### src/rtl/copy_engine_sink_if.sv
// Copy-engine side bus: pixel writes, engine control and sprite source fetch.
interface copy_engine_sink_if;
  logic [9:0]  program_x;
  logic [9:0]  program_y;
  logic [15:0] program_data;
  logic        program_write;
  logic [1:0]  palette_index;
  logic        engine_execute;
  logic        engine_done;
  logic        current_frame;
  logic [19:0] src_addr;
  logic [15:0] src_data;

  // Engine drives requests and receives the displayed frame and source word.
  modport master (
    output program_x, program_y, program_data, program_write,
    output palette_index, engine_execute, engine_done, src_addr,
    input  current_frame, src_data
  );

  modport slave (
    input  program_x, program_y, program_data, program_write,
    input  palette_index, engine_execute, engine_done, src_addr,
    output current_frame, src_data
  );
endinterface

### src/rtl/copy_engine_sink.sv
// Pixel sink for the copy engine: buffers pixel writes in a small FIFO, drains
// them into the back frame of a double-buffered SRAM around VGA reads, and
// flips the displayed frame once the engine reports a finished frame.
module copy_engine_sink (
  input  logic              clk_clk,
  input  logic              reset_reset_n,
  copy_engine_sink_if.slave eng,
  output logic [19:0]       rom_addr,
  input  logic [15:0]       rom_q,
  input  logic              vga_busy,
  output logic [19:0]       sram_addr,
  output logic [15:0]       sram_wdata,
  output logic              sram_we_n,
  output logic [1:0]        palette_sel,
  output logic              overflow
);

  localparam int unsigned Depth = 8;

  localparam logic [1:0] ST_IDLE  = 2'd0;
  localparam logic [1:0] ST_WRITE = 2'd1;
  localparam logic [1:0] ST_FLIP  = 2'd2;

  logic [1:0]  state_q, state_d;
  logic [35:0] mem [Depth];
  logic [2:0]  wr_ptr_q, rd_ptr_q;
  logic [3:0]  count_q;
  logic        full, empty, in_range, push, pop, lost;
  logic        exec_prev_q, done_prev_q, exec_rise, done_rise;
  logic        flip_pending_q, frame_q, overflow_q;
  logic [1:0]  palette_latch_q, palette_sel_q;
  logic [15:0] src_data_q;
  logic [19:0] sram_addr_q;
  logic [15:0] sram_wdata_q;
  logic        sram_we_n_q;
  logic [35:0] head;
  logic [9:0]  head_x, head_y;
  logic [18:0] pix_addr;

  assign rom_addr          = eng.src_addr;
  assign eng.src_data      = src_data_q;
  assign eng.current_frame = frame_q;
  assign sram_addr         = sram_addr_q;
  assign sram_wdata        = sram_wdata_q;
  assign sram_we_n         = sram_we_n_q;
  assign palette_sel       = palette_sel_q;
  assign overflow          = overflow_q;

  assign full      = (count_q == 4'(Depth));
  assign empty     = (count_q == 4'd0);
  assign in_range  = (eng.program_x < 10'd640) && (eng.program_y < 10'd480);
  assign exec_rise = eng.engine_execute & ~exec_prev_q;
  assign done_rise = eng.engine_done & ~done_prev_q;

  // The SRAM is never popped during a flip cycle or while VGA owns it.
  assign pop  = (state_q != ST_FLIP) && !empty && !vga_busy;
  // A full FIFO still accepts a write in the same cycle it pops.
  assign push = eng.program_write && in_range && (!full || pop);
  assign lost = eng.program_write && in_range && full && !pop;

  assign head   = mem[rd_ptr_q];
  assign head_x = head[35:26];
  assign head_y = head[25:16];
  // y*640 + x via shifts; fits in 19 bits for in-range coordinates.
  assign pix_addr = {head_y, 9'b0} + {2'b0, head_y, 7'b0} + {9'b0, head_x};

  // Next-state decode for the drain/flip sequencer.
  always_comb begin
    state_d = ST_IDLE;
    unique case (state_q)
      ST_IDLE: begin
        if (pop)                          state_d = ST_WRITE;
        else if (flip_pending_q && empty) state_d = ST_FLIP;
        else                              state_d = ST_IDLE;
      end
      ST_WRITE: state_d = pop ? ST_WRITE : ST_IDLE;
      ST_FLIP:  state_d = ST_IDLE;
      default:  state_d = ST_IDLE;
    endcase
  end

  // FIFO storage; contents are don't-care until written.
  always_ff @(posedge clk_clk) begin
    if (push) mem[wr_ptr_q] <= {eng.program_x, eng.program_y, eng.program_data};
  end

  // FIFO pointers and occupancy.
  always_ff @(posedge clk_clk or negedge reset_reset_n) begin
    if (!reset_reset_n) begin
      wr_ptr_q <= '0;
      rd_ptr_q <= '0;
      count_q  <= '0;
    end else begin
      if (push) wr_ptr_q <= wr_ptr_q + 3'd1;
      if (pop)  rd_ptr_q <= rd_ptr_q + 3'd1;
      count_q <= count_q + {3'b0, push} - {3'b0, pop};
    end
  end

  // Sequencer state, SRAM write port and frame flip.
  always_ff @(posedge clk_clk or negedge reset_reset_n) begin
    if (!reset_reset_n) begin
      state_q       <= ST_IDLE;
      sram_addr_q   <= '0;
      sram_wdata_q  <= '0;
      sram_we_n_q   <= 1'b1;
      frame_q       <= 1'b0;
      palette_sel_q <= '0;
    end else begin
      state_q     <= state_d;
      sram_we_n_q <= ~pop;
      if (pop) begin
        sram_addr_q  <= {~frame_q, pix_addr};
        sram_wdata_q <= head[15:0];
      end
      if (state_q == ST_FLIP) begin
        frame_q       <= ~frame_q;
        palette_sel_q <= palette_latch_q;
      end
    end
  end

  // Engine edge detection, flip request, palette latch and overflow flag.
  always_ff @(posedge clk_clk or negedge reset_reset_n) begin
    if (!reset_reset_n) begin
      exec_prev_q     <= 1'b0;
      done_prev_q     <= 1'b0;
      flip_pending_q  <= 1'b0;
      palette_latch_q <= '0;
      overflow_q      <= 1'b0;
    end else begin
      exec_prev_q <= eng.engine_execute;
      done_prev_q <= eng.engine_done;
      if (state_q == ST_FLIP)  flip_pending_q <= 1'b0;
      else if (done_rise)      flip_pending_q <= 1'b1;
      if (exec_rise) palette_latch_q <= eng.palette_index;
      // A lost write coinciding with the clear keeps the flag set.
      if (lost)           overflow_q <= 1'b1;
      else if (exec_rise) overflow_q <= 1'b0;
    end
  end

  // Sprite source word, one cycle behind the address.
  always_ff @(posedge clk_clk or negedge reset_reset_n) begin
    if (!reset_reset_n) src_data_q <= '0;
    else                src_data_q <= rom_q;
  end

endmodule
### src/flat_wrapper.sv
// flat-port wrapper written by rule: the top's interface ports become plain ports
module copy_engine_sink_flat 
  (clk_clk, reset_reset_n, rom_addr, rom_q, vga_busy, sram_addr, sram_wdata, sram_we_n, palette_sel, overflow, eng_program_x, eng_program_y, eng_program_data, eng_program_write, eng_palette_index, eng_engine_execute, eng_engine_done, eng_src_addr, eng_current_frame, eng_src_data);
  copy_engine_sink_if eng_i ();
  input  logic clk_clk;
  input  logic reset_reset_n;
  output logic [19:0] rom_addr;
  input  logic [15:0] rom_q;
  input  logic vga_busy;
  output logic [19:0] sram_addr;
  output logic [15:0] sram_wdata;
  output logic sram_we_n;
  output logic [1:0] palette_sel;
  output logic overflow;
  input wire logic [$bits(eng_i.program_x)-1:0] eng_program_x;
  input wire logic [$bits(eng_i.program_y)-1:0] eng_program_y;
  input wire logic [$bits(eng_i.program_data)-1:0] eng_program_data;
  input wire logic [$bits(eng_i.program_write)-1:0] eng_program_write;
  input wire logic [$bits(eng_i.palette_index)-1:0] eng_palette_index;
  input wire logic [$bits(eng_i.engine_execute)-1:0] eng_engine_execute;
  input wire logic [$bits(eng_i.engine_done)-1:0] eng_engine_done;
  input wire logic [$bits(eng_i.src_addr)-1:0] eng_src_addr;
  output wire logic [$bits(eng_i.current_frame)-1:0] eng_current_frame;
  output wire logic [$bits(eng_i.src_data)-1:0] eng_src_data;
  assign eng_i.program_x = eng_program_x;
  assign eng_i.program_y = eng_program_y;
  assign eng_i.program_data = eng_program_data;
  assign eng_i.program_write = eng_program_write;
  assign eng_i.palette_index = eng_palette_index;
  assign eng_i.engine_execute = eng_engine_execute;
  assign eng_i.engine_done = eng_engine_done;
  assign eng_i.src_addr = eng_src_addr;
  assign eng_current_frame = eng_i.current_frame;
  assign eng_src_data = eng_i.src_data;
  copy_engine_sink u_core (.clk_clk(clk_clk), .reset_reset_n(reset_reset_n), .eng(eng_i), .rom_addr(rom_addr), .rom_q(rom_q), .vga_busy(vga_busy), .sram_addr(sram_addr), .sram_wdata(sram_wdata), .sram_we_n(sram_we_n), .palette_sel(palette_sel), .overflow(overflow));
endmodule
### config.mk
export PLATFORM = sky130hd
export DESIGN_NAME = copy_engine_sink_flat
export DESIGN_NICKNAME = d
export VERILOG_FILES = /design/src/rtl/copy_engine_sink_if.sv /design/src/rtl/copy_engine_sink.sv /design/src/flat_wrapper.sv
export SDC_FILE = /design/constraint.sdc
export NUM_CORES = 1
export LEC_CHECK = 0
export CAP_MARGIN = 20
export CORE_ASPECT_RATIO = 1.2
export CORE_UTILIZATION = 50
export DETAILED_ROUTE_END_ITERATION = 10
export GPL_ROUTABILITY_DRIVEN = 0
export PLACE_DENSITY_LB_ADDON = 0.25
export SETUP_SLACK_MARGIN = 0.5
export SYNTH_ARGS = -nofsm -noshare
export SYNTH_HDL_FRONTEND = slang
export SYNTH_SLANG_ARGS = --single-unit
### constraint.sdc
create_clock -name clk_clk -period 6.45 [get_ports clk_clk]
set_input_delay 1.935 -clock clk_clk [delete_from_list [all_inputs] [get_ports clk_clk]]
set_output_delay 1.935 -clock clk_clk [all_outputs]
set_load 0.01 [all_outputs]
Word-level counts from Yosys, hierarchy flattened. Memory sizes are Yosys's and may differ from the RTL's. Cells that the tools add are included.

Bits in registers: 74. RAM bits: 288. Input bits: 80. Output and inout port bits: 77. Logic and storage cells: 61. Memories: 1.

$add $sub $neg: 6. Magnitude comparators: 2. Equality and inequality tests: 4. Multiplexer cells: 10. Bitwise operators: 6. Reduce and logical (&&, ||, !) cells: 17.

Memories: u_core.mem (words 8, width 36, rd ports 1, clocked after Yosys merged registers in 0, wr ports 1, line copy_engine_sink.sv:25) `logic [35:0] mem [Depth];`.

Operator list (number): 19-bit by 10-bit adder with 19-bit output (1); 19-bit by 17-bit adder with 19-bit output (1); 10-bit < comparator, second input constant (1); 10-bit by 9-bit < comparator with 1-bit output, second input constant (1); 1-bit logical AND (8); 1-bit 2-to-1 mux (7); 3-bit by 1-bit adder with 3-bit output, second input constant (2); 4-bit by 1-bit adder with 4-bit output (1); 4-bit equality test, second input constant (1); 1-bit zero test (4); 4-bit zero test (1); 2-bit 2-to-1 mux (2); 1-bit inverter (4); 2-bit case mux with 2 select lines (1); 2-bit nonzero test (2); 4-bit by 1-bit subtractor with 4-bit output (1); 1-bit bitwise AND (2); 2-bit by 1-bit equality test with 1-bit output, second input constant (1); 2-bit equality test, second input constant (1); 2-bit zero test (1); 2-bit != test, second input constant (1); 1-bit logical OR (1).

Logic depth before layout (Yosys ltp). Gate-level depths: netlist of the first run.

Depth after elaboration: 8. Depth in mapped cells: 13. Gate-level depth less buffers: 11.

Worst setup path before layout of the first run. OpenSTA, ideal clock, no wires.

Path type: input to register. From: input vga_busy. To: memory u_core.mem[4][0], enable pin. Setup time: 0.429 ns. Arrival time: 4.449 ns. Data required time: 6.021 ns. Path slack: 1.572 ns. Stages: 5. Path buffers: 1. Cells stage by stage: or3_1 -> buf_4 -> a31oi_4 -> nand2b_1 -> nor2_1.

Word-level cells in the longest chain between the ends: 6.

RTL lines: start: declaration (line flat_wrapper.sv:9) `input logic vga_busy;`; 1-bit zero test (line copy_engine_sink.sv:56) `assign pop = (state_q != ST_FLIP) && !empty && !vga_busy;`; 1-bit logical AND (line copy_engine_sink.sv:56); 1-bit logical OR (line copy_engine_sink.sv:58) `assign push = eng.program_write && in_range && (!full || pop);`; 1-bit logical AND (line copy_engine_sink.sv:58); net u_core.push (line copy_engine_sink.sv:28) `logic full, empty, in_range, push, pop, lost;`; 1-bit 2-to-1 mux (line copy_engine_sink.sv:84) `if (push) mem[wr_ptr_q] <= {eng.program_x, eng.program_y, eng.program_data};`; 1-bit 2-to-1 mux (not written as such) (line copy_engine_sink.sv:84); end: declaration (line copy_engine_sink.sv:25).

The timed path passes the listed nets, and every way through them passes these cells.

Worst setup path after layout of the first run.
From: input eng_program_x[8]. To: memory u_core.mem[7][21], enable pin.

Word-level cells in the longest chain between the ends: 6.

RTL lines: start: declaration (line flat_wrapper.sv:15) `input wire logic [$bits(eng_i.program_x)-1:0] eng_program_x;`; 10-bit < comparator (line copy_engine_sink.sv:51) `assign in_range = (eng.program_x < 10'd640) && (eng.program_y < 10'd480);`; 1-bit logical AND (line copy_engine_sink.sv:51); 1-bit logical AND (2 in a row) (line copy_engine_sink.sv:58); net u_core.push (line copy_engine_sink.sv:28); 1-bit 2-to-1 mux (line copy_engine_sink.sv:84); 1-bit 2-to-1 mux (not written as such) (line copy_engine_sink.sv:84).

The timed path passes the listed nets, and every way through them passes these cells.

==> results.yml, run 1 <==
cells_and_area:
  antennaDiodeCount: 0
  synthToLayoutAreaGrowth_pct: 19.4
  layout.filler_cells: 2014
  stdcell_area_um2: 16900
  sequential_cell_area_um2: 10500
  area_taken_by_multi_input_logic_gates_um2: 3370
  finalCoreUtilization: 0.607
  nNetsFinal: 957
  share_of_post_route_cells_with_drive_strength_above_1: 0.193
min_path:
  worstHoldPathType: "flop to flop"
placement:
  preCtsSetupSlack_ns: 1.57
  count_of_buffers_inserted_at_the_top_level_ports: 116
  hpwl_um: 16900
  placed_area_um2: 15700
setup_path:
  worstSetupEndpointType: "flop"
  critical_path.startpoint_type: "input pin"
  worstSetupPathType: "input pin to flop"
  critPathMaxFanout: 20
  crit_required_ns: 6.65
  worstPathArrival_ns: 4.53
route:
  vias_per_cell: 5.43
  detailed_router_s_first_iteration_violation_count: 502
  ant_nets: 0
  drc_errors: 0
  drt_first_pass_iters: 7
  detailroute.via_count: 6800
  total_wirelength_um: 26600
  route.detailed.wl_per_inst_um: 21.2
synthesis:
  yosys_cell_types: 43
  syn-instance-count: 727
  synth-async-reset-ratio: 0.204
  synth_sequential_area_ratio: 0.743
  postSynthRegisterBits: 362
  synthesis.nets: 837
  ys.flop_type: "edfxtp_1"
  syn-mean-instance-area_um2: 19.4
  number_of_enable_type_register_cells_in_the_synthesized_netlist: 288
  syn_area_um2: 14100
  yosysWarnings: 0
sta:
  clock.fmax_mhz: 231
  final-hold-violation-count: 0
  final_period_minus_worst_setup_slack_ns: 4.33
  max_slew.worst_pin.slew_ns: 1.12
  slew_headroom: 0.255
  grt_setup_unrepaired: "false"
  postLayoutSetupSlackWorst_ns: 2.12
  timing.final.crit_share: 0.671
  setup_tns_ns: 0
  finClkSkew_ns: 0.0169
  setup_viol: 0
  drv_slew: 0
floorplan:
  io-pin-count: 157
  floorplan.rows: 67
  core_um2: 27800
  fp.dieH_um: 186
  initial_utilization: 0.508
  die_x_um: 156
  die_area_um2: 29000
power:
  design_power_total_w: 0.00765
  cellPowerDensity_nw_per_um2: 453
  static-leakage-power_nw: 5.89
  vdd.ir_drop.worst_mv: 0.208
status:
  run_status: "finished clean"
clock_tree:
  cts.clk_slew.worst_paths_ns: 0.06
  clock_path_buffers: 3
  numClockSinks: 362
  post_cts_resized: 0
  hold_fix_buffers_cts: 0
  htree_levels: 2
  cts.root.buffer_cell: "clkbuf_16"
  cts_buffers: 35
  cts_tree: "yes"
  clock_latency_ns: 0.52
  cts_setup_buffers: 0
global_routing:
  first_global_vias: 7428
  grt_overflow: 0
  grt_antenna_before_repair: 0
  grtUsageTotal: 0.190
  grt_max_degree: 75
  grt_pass1_wl_um: 41000
flow_run:
  max_cap_viol_count: 0
worst paths after layout:
| check | startpoint | endpoint | slack (ns) | depth (start not counted) |
|---|---|---|---|---|
| setup / recovery | eng_program_x[8] | u_core.mem[7][21] | 2.12 | 7 |
| hold / removal | u_core.state_q[1] | u_core.state_q[0] | 0.48 | 1 |
| setup reg to reg | u_core.rd_ptr_q[0] | u_core.sram_addr[17] | 2.30 | 10 |
| hold reg to reg | u_core.state_q[1] | u_core.state_q[0] | 0.48 | 1 |
| max in group asynchronous | reset_reset_n | u_core.rd_ptr_q[0] | 4.08 | 2 |
| min in group asynchronous | reset_reset_n | u_core.sram_wdata[8] | 1.37 | 1 |
layout make-up:
cell class                 count  area share
clock buffer                  48      0.0583
tap                          379      0.0281
inverter                      14     0.00311
sequential                   362       0.623
multi-input combinational    303       0.200
timing repair buffer         131      0.0783
clock inverter                16      0.0101
per-stage QoR:
stage | std cells | hold slack, ns
final | 1253 | 0.477
after global routing | 1253 | 0.498
after CTS | 1253 | 0.478
after detailed placement | 1189 | 0.470
after global placement | 1189 | 0.455
after floorplan | 727 | 0.433
kinds of logic (layout without fill, tap and decap cells):
kind of cell | Yosys count | after routing | share of synthesized area
AO/OA/AOI/OAI | 61 | 61 | 0.0256
XOR/XNOR | 13 | 13 | 0.00805
adder cells (fa/ha/maj) | 30 | 30 | 0.0281
buffers and inverters | 62 | 209 | 0.0230
flip-flops | 362 | 362 | 0.743
multiplexers | 113 | 113 | 0.145
AND/OR/NAND/NOR | 86 | 86 | 0.0273
Yosys cell counts (all sizes together), types with 9 or more instances:
cell / number / area (um2)
a21oi: 9 / 45.0
buf: 37 / 231
clkbuf: 11 / 41.3
dfrtp: 73 / 1830
edfxtp: 288 / 8650
ha: 27 / 338
inv: 14 / 52.6
mux2: 15 / 169
mux2i: 26 / 260
mux4: 72 / 1620
nand2: 54 / 203
nor2: 11 / 41.3
o21ai: 35 / 175
critical path, cell delays in order:
cell and delay, ns:
clkdlybuf4s50_1 0.54, o21ai_0 0.26, nand4b_1 0.22, a31oi_4 0.32
nand2_1 0.29, nor2_4 0.61, buf_4 0.33
layer usage:
layer / track usage / wire, um / vias to the layer above
met5: 0 / 0 / -
met4: 0.0553 / 495 / 0
met3: 0.0341 / 1310 / 42
li1: - / - / 3068
met2: 0.330 / 13600 / 199
met1: 0.248 / 11200 / 3491
state kept, by name, indices dropped and copies added, names as in the netlist, 2 cells and up:
name	cells
u_core.mem	288
u_core.sram_addr	20
u_core.eng.src_data	16
u_core.sram_wdata	16
u_core.count_q	4
u_core.rd_ptr_q	3
u_core.wr_ptr_q	3
u_core.palette_latch_q	2
u_core.palette_sel	2
u_core.state_q	2
power by group:
part	internal [W]	switching (W)
combinational	0.00132	0.00118
clock	0.00120	0.000832
sequential	0.00280	0.000324
placed cells by master, fill, tap and decap left out, types with 5 or more instances in the layout:
master             n
nand2_1           54
dfrtp_1           70
nor2_1             5
xor2_1             5
nor2_4             6
a21o_1             5
buf_4             12
clkinv_1           5
ha_1              27
mux2_2            14
clkdlybuf4s50_1  115
mux4_2            72
inv_1             13
clkbuf_16         37
o21ai_0           35
mux2i_1           26
clkbuf_1           8
edfxtp_1         288
xnor2_1            8
a21oi_1            9
Note: power is estimated with default switching activity, not from simulation.
==> run 2: changes to the inputs <==
Clock period 6.45 ns to 4.01 ns, I/O delays scaled along.
==> run 2 against run 1 <==
Compared with the run above:
- setup slack lost 1.5 ns
- combinational power grew 80%
- register-to-register slack lost 1.7 ns
- hold slack improved by 0.0042 ns
- sequential power rose by 54%
- cell count increased by 1.8%
- sequential share of layout area down 1.2 points
- critical path type is now flop to flop
==> results.yml, run 2 (synthesis results as in run 1) <==
setup_path:
  worstPathArrival_ns: 3.80
  worstSetupPathType: "flop to flop"
  timing.critical_path.max_delay_family: "compound AO/OA/AOI/OAI gates"
  crit_start: "u_core.rd_ptr_q[0]"
  worstSetupEndpointType: "flop"
  timing.critical_path.slowest_stage_cell: "mux4_2"
  critical_path.startpoint_type: "flop"
  crit_required_ns: 4.43
  timing.critical_path.slowest_cell_delay_ns: 0.53
  timing.critical_path.cells: "buf_4 > mux4_2 > mux2i_4 > fa_1 > inv_1 > ha_1 > a211o_1 > a21oi_2 > nor3_1 > o31a_1 > o31ai_1"
  r2r-start: "u_core.rd_ptr_q[0]"
  critPathMaxFanout: 7
  crit_buf_inv: 2
clock_tree:
  cts.clk_slew.worst_paths_ns: 0.06
  cts_buffers: 35
  numClockSinks: 362
  clock_path_buffers: 3
  htree_levels: 2
  hold_fix_buffers_cts: 0
  cts.root.buffer_cell: "clkbuf_16"
  clock_latency_ns: 0.53
  cts_tree: "yes"
cells_and_area:
  synthToLayoutAreaGrowth_pct: 21.8
  largest_register: "u_core.mem"
  sequential_cell_area_um2: 10500
  layout_commonest_cell: "edfxtp_1"
  commonest_cells_after_routing_fill_and_taps_aside: "edfxtp_1 (288), clkdlybuf4s50_1 (115), mux4_2 (72)"
  finalCoreUtilization: 0.619
  nNetsFinal: 980
  area_taken_by_multi_input_logic_gates_um2: 3400
  layout.filler_cells: 1933
  share_of_post_route_cells_with_drive_strength_above_1: 0.223
  largest_reg_flops: 288
route:
  drc_errors: 0
  ant_nets: 0
  detailed_router_s_first_iteration_violation_count: 505
  detailroute.via_count: 6952
  total_wirelength_um: 26900
  drt_first_pass_iters: 4
  route.detailed.wl_per_inst_um: 21.1
  vias_per_cell: 5.45
global_routing:
  grtUsageTotal: 0.194
  grt_pass1_wl_um: 41800
  grt_overflow: 0
  grt_antenna_before_repair: 1
  first_global_vias: 7423
  grt_max_degree: 75
power:
  internal_power_w: 0.00878
  vdd.ir_drop.worst_mv: 0.391
  power.share.combinational: 0.356
  static-leakage-power_nw: 6.05
  seq_power_share: 0.380
  total_switching_power_w: 0.00386
  cellPowerDensity_nw_per_um2: 734
  power.switching_fraction: 0.305
  clock_power_share: 0.265
sta:
  timing.final.crit_share: 0.844
  drv_slew: 0
  max_slew.worst_pin.slew_ns: 0.949
  finClkSkew_ns: 0.0283
  setup_viol: 0
  grt_setup_unrepaired: "true"
  clock.fmax_mhz: 295
  final_period_minus_worst_setup_slack_ns: 3.39
  setup_tns_ns: 0
  slew_headroom: 0.367
  final-hold-violation-count: 0
floorplan:
  io-pin-count: 157
  fp.dieH_um: 186
  floorplan.rows: 67
  die_x_um: 156
  die_area_um2: 29000
  initial_utilization: 0.508
  core_um2: 27800
status:
  run_status: "finished clean"
placement:
  hpwl_um: 16400
  count_of_buffers_inserted_at_the_top_level_ports: 116
min_path:
  worstHoldPathType: "flop to flop"
  min-delay-start: "u_core.state_q[1]"
flow_run:
  max_cap_viol_count: 0
run 2: cell type report:
cell class | count | share of cell area
diodes | 1 | 0.000145
repair buffers | 154 | 0.0922
multi-input cells | 303 | 0.197
clock inverters | 22 | 0.0158
inverters | 14 | 0.00305
clock buffers | 41 | 0.0534
well taps | 379 | 0.0275
flip-flops and latches | 362 | 0.611
run 2: worst paths after layout:
kind | to | slack (ns) | cells after the start
max | u_core.sram_addr[17] | 0.62 | 11
min | u_core.state_q[0] | 0.48 | 1
max reg2reg | u_core.sram_addr[17] | 0.62 | 11
min reg2reg | u_core.state_q[0] | 0.48 | 1
max in group asynchronous | u_core.sram_we_n | 2.88 | 2
min in group asynchronous | u_core.sram_addr[16] | 0.52 | 1
run 2: layer usage:
| metal | track usage | up-vias | wire length (um) |
|---|---|---|---|
| met3 | 0.0350 | 47 | 1290 |
| met4 | 0.0561 | 0 | 550 |
| met5 | 0 | - | 0 |
| li1 | - | 3128 | - |
| met2 | 0.340 | 205 | 14100 |
| met1 | 0.248 | 3572 | 11000 |
run 2: repair_timing:
action / 4_1_cts / 5_1_grt
setup buffers: 4 / 6
endpoints found under the setup margin: 1 / 3
resized for setup: 1 / 6
run 2: per-stage QoR:
step,cells,power [W],hold WS (ns),area (um2),setup slack (ns)
2_1_floorplan,727,0.00787,0.433,14200,0.421
3_3_place_gp,1201,0.00912,0.463,15900,0.377
3_5_place_dp,1201,0.00923,0.470,15900,0.260
4_1_cts,1268,0.0127,0.490,17100,0.523
5_1_grt,1275,0.0134,0.501,17200,0.497
6_report,1276,0.0126,0.481,17200,0.625
run 2: power by group through the flow:
stage	registers (W)	logic, W	clock network [W]
2_1_floorplan	0.00484	0.00303	0
3_3_place_gp	0.00488	0.00424	0
3_5_place_dp	0.00491	0.00432	0
4_1_cts	0.00480	0.00447	0.00341
5_1_grt	0.00485	0.00496	0.00356
6_report	0.00480	0.00449	0.00335
